<file path="src/rtl/cga_attrib_ctrl.sv">
// cga_attrib_ctrl: CGA/Tandy mode, colour and gate-array registers with vsync-staged updates, cursor blink and 3DA status
//   clk, reset          : system clock, synchronous active-high reset
//   io_cs/io_a/io_wr/io_rd/io_din/io_dout : CPU port window 3D0-3DF, registered read data
//   vsync, display_enable : CRTC timing inputs
//   hres_mode..blink_enabled : active mode register bits 0..5
//   cga_color_reg       : active colour-select register
//   tandy_bordercol/tandy_16_mode/tandy_color_4 : active Tandy gate-array fields
//   blink               : cursor blink square wave
module cga_attrib_ctrl #(
   parameter bit SYNC_UPDATE  = 1'b1,
   parameter int BLINK_FRAMES = 8,
   parameter bit TANDY_EN     = 1'b1
) (
   input  logic       clk,
   input  logic       reset,
   input  logic       io_cs,
   input  logic [3:0] io_a,
   input  logic       io_wr,
   input  logic       io_rd,
   input  logic [7:0] io_din,
   output logic [7:0] io_dout,
   input  logic       vsync,
   input  logic       display_enable,
   output logic       hres_mode,
   output logic       grph_mode,
   output logic       bw_mode,
   output logic       video_enable,
   output logic       mode_640,
   output logic       blink_enabled,
   output logic [7:0] cga_color_reg,
   output logic [3:0] tandy_bordercol,
   output logic       tandy_16_mode,
   output logic       tandy_color_4,
   output logic       blink
);
   localparam logic [7:0] LAST = 8'(BLINK_FRAMES - 1);
   logic       wr, rd, wr_mode, wr_color, wr_idx, wr_tdata, wr_border, wr_mode2;
   logic       vs_q, vs_prev, vs_edge, wr_q, load, blink_wrap;
   logic [5:0] mode_stage, mode_act, mode_nxt;
   logic [7:0] color_stage, color_act, color_nxt;
   logic [3:0] border_stage, border_act, border_nxt;
   logic [1:0] mode2_stage, mode2_act, mode2_nxt;
   logic [4:0] tandy_idx;
   logic [7:0] frame_cnt, rd_data;
   always_comb begin
      wr         = io_cs & io_wr;
      rd         = io_cs & io_rd & ~io_wr;
      wr_mode    = wr & (io_a == 4'h8);
      wr_color   = wr & (io_a == 4'h9);
      wr_idx     = wr & (io_a == 4'hA) & TANDY_EN;
      wr_tdata   = wr & (io_a == 4'hE) & TANDY_EN;
      wr_border  = wr_tdata & (tandy_idx == 5'd2);
      wr_mode2   = wr_tdata & (tandy_idx == 5'd3);
      // Next stage values double as the load source so a write coinciding
      // with a load is applied directly instead of the stale stage value.
      mode_nxt   = wr_mode ? io_din[5:0] : mode_stage;
      color_nxt  = wr_color ? io_din : color_stage;
      border_nxt = wr_border ? io_din[3:0] : border_stage;
      mode2_nxt  = wr_mode2 ? io_din[4:3] : mode2_stage;
      vs_edge    = vs_q & ~vs_prev;
      load       = SYNC_UPDATE ? vs_edge : wr_q;
      blink_wrap = frame_cnt == LAST;
      rd_data    = io_a == 4'hA ? {4'hF, vsync, 2'b10, ~display_enable} :
                   io_a == 4'h8 ? {2'b11, mode_stage} :
                   io_a == 4'h9 ? color_stage : 8'hFF;
   end
   always_ff @(posedge clk) begin
      if (reset) begin
         vs_q         <= 1'b0;
         vs_prev      <= 1'b0;
         wr_q         <= 1'b0;
         mode_stage   <= '0;
         color_stage  <= '0;
         border_stage <= '0;
         mode2_stage  <= '0;
         mode_act     <= '0;
         color_act    <= '0;
         border_act   <= '0;
         mode2_act    <= '0;
         tandy_idx    <= '0;
         frame_cnt    <= '0;
         blink        <= 1'b0;
         io_dout      <= 8'hFF;
      end else begin
         vs_q         <= vsync;
         vs_prev      <= vs_q;
         wr_q         <= wr;
         mode_stage   <= mode_nxt;
         color_stage  <= color_nxt;
         border_stage <= border_nxt;
         mode2_stage  <= mode2_nxt;
         if (wr_idx) tandy_idx <= io_din[4:0];
         if (load) begin
            mode_act   <= mode_nxt;
            color_act  <= color_nxt;
            border_act <= border_nxt;
            mode2_act  <= mode2_nxt;
         end
         if (vs_edge) begin
            frame_cnt <= blink_wrap ? 8'd0 : frame_cnt + 8'd1;
            if (blink_wrap) blink <= ~blink;
         end
         if (rd) io_dout <= rd_data;
      end
   end
   assign hres_mode       = mode_act[0];
   assign grph_mode       = mode_act[1];
   assign bw_mode         = mode_act[2];
   assign video_enable    = mode_act[3];
   assign mode_640        = mode_act[4];
   assign blink_enabled   = mode_act[5];
   assign cga_color_reg   = color_act;
   assign tandy_bordercol = TANDY_EN ? border_act : 4'h0;
   assign tandy_16_mode   = TANDY_EN & mode2_act[1];
   assign tandy_color_4   = TANDY_EN & mode2_act[0];
endmodule

</file>
<file path="config.mk">
export PLATFORM = sky130hd
export DESIGN_NAME = cga_attrib_ctrl
export DESIGN_NICKNAME = d
export VERILOG_FILES = /design/src/rtl/cga_attrib_ctrl.sv
export SDC_FILE = /design/constraint.sdc
export NUM_CORES = 1
export LEC_CHECK = 0
export CORE_MARGIN = 5
export CORE_UTILIZATION = 50
export CTS_BUF_LIST = sky130_fd_sc_hd__clkbuf_4
export DETAILED_ROUTE_END_ITERATION = 7
export PLACE_DENSITY = 0.8
export SYNTH_ARGS = -nofsm -noshare
export SYNTH_HDL_FRONTEND = slang
export SYNTH_SLANG_ARGS = --single-unit
</file>
<file path="constraint.sdc">
create_clock -name clk -period 1.9 [get_ports clk]
set_clock_uncertainty 0.1 [all_clocks]
set_input_delay 0.38 -clock clk [delete_from_list [all_inputs] [get_ports clk]]
set_output_delay 0.38 -clock clk [all_outputs]
set_load 0.005 [all_outputs]
</file>
; ---- Word level (Yosys, flattened, before mapping)
; Index checks and enable logic that the tools add are counted.
[op_classes]
n_mux = 8
reduce_logical = 1
add_sub_neg = 1
n_eq_ne = 7
bitwise = 14
[ops]
columns = operator, n
row1 = $mux 8, 5
row2 = $eq 4x4->1 const B, 4
row3 = $and 1x1->1, 10
row4 = $eq 5x2->1 const B, 2
row5 = $add 8x1->8 const B, 1
row6 = $eq 8x3->1 const B, 1
row7 = $mux 6, 1
row8 = $mux 4, 1
row9 = $not 1->1, 4
row10 = $mux 2, 1
row11 = $reduce_and 2->1, 1
[word_totals]
wordCells = 45
ff_bits = 64
in_bits = 19
output_inout_bits = 29

; ---- Depth between registers and ports, before layout
[logic_depth]
ltp_word = 4
mapped_depth = 6
depth_no_buf = 5

; ---- Worst setup path after synthesis
; Ideal clock, no wire load.
[synth_path]
kind = input port to flip-flop
from = input port io_a[2]
to = register mode_act[3]
setup_ps = 86
stages = 5
n_path_buf = 1
setup_slack_ps = 118
required_time_ps = 1714
arrival_time_ps = 1597
path_cell_list = or4b_4 > or2_1 > buf_6 > mux2i_1 > a211oi_1
[synth_between]
elab_chain_cells = 3
[synth_lines]
columns = item, line
row1 = start: declaration, 17  ; input logic [3:0] io_a,
row2 = $eq 4x4->1, 48  ; wr_mode = wr & (io_a == 4'h8);
row3 = $and 1x1->1, 48
row4 = $mux 6, 56  ; mode_nxt = wr_mode ? io_din[5:0] : mode_stage;
row5 = end signal: assignment, 94  ; mode_act <= mode_nxt;
row6 = end: declaration, 39  ; logic [5:0] mode_stage, mode_act, mode_nxt;
; No other way between the ends.
; A chain may end at the register's enable or synchronous reset.

; ---- Worst setup path in the final report
[layout_path]
from = input port io_a[2]
to = register mode_act[1]
; The elaborated chain is that of the path after synthesis.

==> summary.txt <==
Run status
  • Outcome: finished clean

Final layout
  • Fin cells: 396
  • Share of cells above drive strength 1: 12.6%
  • Antenna Cells: 0
  • Area delta synth->final: 30.2%
  • Filler instances: 415
  • Final net count: ~340

CTS
  • Postcts setup bufs: 0
  • Worst-skew pair later-pin latency: approximately 0.41 ns
  • Clock Tree Buf Depth: 2
  • Clock sink count: 64
  • Root buffer cell: clkbuf_4
  • CTS tree: done
  • Depth of the CTS H-tree: 3
  • CTS buffer count: 9
  • Reg clk slew, reported paths: roughly 0.1 ns

Synthesis
  • Cells after Synth: about 270
  • Number of enable flip-flop cells after synthesis: 0
  • Async SR Flop Fraction: 0%
  • Synth warn: 0
  • Ys flop type: dfxtp_1
  • Seq/Total Area, Yosys: 50.0%
  • Syn Nets: 288
  • Synth Cell Area: 2560 µm²
  • Largest cells by area after synthesis: dfxtp_1 50%, mux2i_1 9.8%, a211oi_1 7.3%
  • Synth top area share: 50.0%
  • Most common cell in the netlist: dfxtp_1
  • Synth top cells by count: 64 x dfxtp_1, 50 x nor2_1, 25 x a211oi_1, 25 x mux2i_1, 14 x nand2_1
  • Mean post-synth cell area: approximately 9.6 µm²
  • Cell taking the most area after synthesis: dfxtp_1
  • Netlist cell types: 41
  • Seq cells post-synth: 64

Floorplanning
  • I/O pin count: 48
  • Effective utilization at floorplan: 50.8%
  • Die span in y: 81.6 µm
  • Row count: 26
  • Core Area: 5040 µm²
  • Die extent in x: 81.6 µm
  • Die area: between 6000 and 7000 µm²

Detailed routing
  • Wire per inst: 14.1 µm
  • TritonRoute pass-1 iters: 4
  • 1st-iter DRT viols: just under 90
  • Final wirelength: 5580 µm
  • Routed Antenna Nets: 0
  • DRC viols: 0
  • Total number of vias: 2098
  • Via density: between 5 and 6

STA
  • Setup WS post-layout: ~0.033 ns
  • Final hold vios: 0
  • Fmax achieved: 536 MHz
  • Fin crit share: a little over nine tenths
  • Final min period: between 1.5 and 2 ns
  • Relative slew slack: 71.0%
  • RSZ-0062 raised after global routing: no
  • Setup tns final: 0 ns
  • Max Slew Vio Count: 0
  • Final setup viols: 0
  • Worst slew pin tran: 0.432 ns

Run
  • Max-cap violations: 0

GRT
  • Met2 global-route usage: 26.6%
  • First-pass GRT wire length: 9250 µm
  • M1 GR Usage: 25.2%
  • Vias in the first global route: 1926
  • Busiest grt layer: met2
  • GRT Total Usage: between 10% and 20%
  • Initial antenna violation count: 0
  • GR Layer Usage met3: 4.61%
  • Largest net degree at the start of global routing: 40
  • Overflow after GRT: 0

Pwr
  • Pleak: 1.37 nW
  • Design Power: 2.51 mW
  • Pwr Density: 754 nW/µm²
  • Peak supply drop: approximately 0.45 mV

Worst setup path
  • Critical path type: in2reg
  • Reg2reg path depth: 4
  • Critical Path RT: 2.12 ns
  • CP Launch Type: primary input
  • CP endpoint kind: flip-flop
  • Crit-path max FO: 6
  • Worst Path Arrival: between 2 and 2.5 ns
  • Critical path origin: io_a[2]
  • Reg2reg start: frame_cnt[3]

Placement
  • RD Place Congestion: a little under 0.8
  • Worst slack, placed: -0.528 ns
  • IO buf count: between 40 and 50
  • Placed cells: 380
  • DP HPWL: 3990 µm

Min path
  • Hold path startpoint: reset
  • HP Class: in2reg
  • Min-Delay Path Depth: 2
-- metrics by stage --
stage	utilization [%]	hold WS, ns	area [µm²]
global route	66.1	0.176	3330
detailed placement	62.9	0.365	3170
global placement	62.9	0.354	3170
floorplan	-	0.352	2560
finish	66.1	0.178	3330
CTS	65.5	0.166	3300
-- power breakdown --
part           switching, mW  total [mW]  internal [mW]
clock network          0.487       0.876          0.390
logic                  0.111       0.244          0.133
registers             0.0192        1.39           1.37
-- cells in the final DEF (no fill, tap or decap), drive strengths merged, types with 3 or more instances in the layout --
master,synthesis,final
and2,5,5
a21oi,9,9
mux2i,25,25
nor2,50,50
xnor2,3,3
xor2,4,4
clkdlybuf4s50,0,44
a211o,3,3
clkinv,0,6
or2,3,3
a211oi,25,25
buf,5,14
nor2b,8,8
nand2,14,14
nand4,3,3
dfxtp,64,64
o21ai,3,3
clkbuf,13,9
or3,3,3
nor3,3,3
-- final cells by class --
| type | instances | area [µm²] | share of cell area, % |
|---|---|---|---|
| tap | 70 | 87.6 | 2.63 |
| multi-input combinational | 186 | 1230 | 36.9 |
| clock buffer | 9 | 67.6 | 2.03 |
| clock inverter | 7 | 62.6 | 1.88 |
| timing repair buffer | 60 | 606 | 18.2 |
| sequential | 64 | 1280 | 38.4 |
-- worst max-delay path, cell delays in order --
cell             delay, ns
clkdlybuf4s50_1       0.44
or4b_4                0.55
or2_4                 0.32
mux2i_1               0.15
a211oi_1              0.23
-- kinds of logic after synthesis --
logic type               after synthesis  share of synthesized area (%)
AO/OA/AOI/OAI                         48                           13.2
XOR/XNOR                               7                           2.39
AND/OR/NAND/NOR                      105                           20.9
multiplexers                          25                           9.78
adder cells (fa/ha/maj)                1                          0.489
flip-flops                            64                           50.0
buffers and inverters                 18                           3.18
-- metal layers --
layer / vias to the layer above / part of all wire (%)
li1: 1060 / -
met5: - / 0
met2: 59 / 44
met4: 0 / 2.3
met3: 11 / 6.8
met1: 968 / 47
-- timing repair --
action	in CTS	in global routing
pin swaps	0	5
hold buffers	0	0
resized for setup	1	8
setup endpoints to repair	6	11
-- worst paths after layout --
| check | end | slack, ns |
|---|---|---|
| max | mode_act[1] | 0.03 |
| max reg2reg | frame_cnt[0] | 0.19 |
| min | border_stage[3] | 0.18 |
| min reg2reg | io_dout[1] | 0.38 |
No activity file was read; power rests on OpenSTA's default activity.
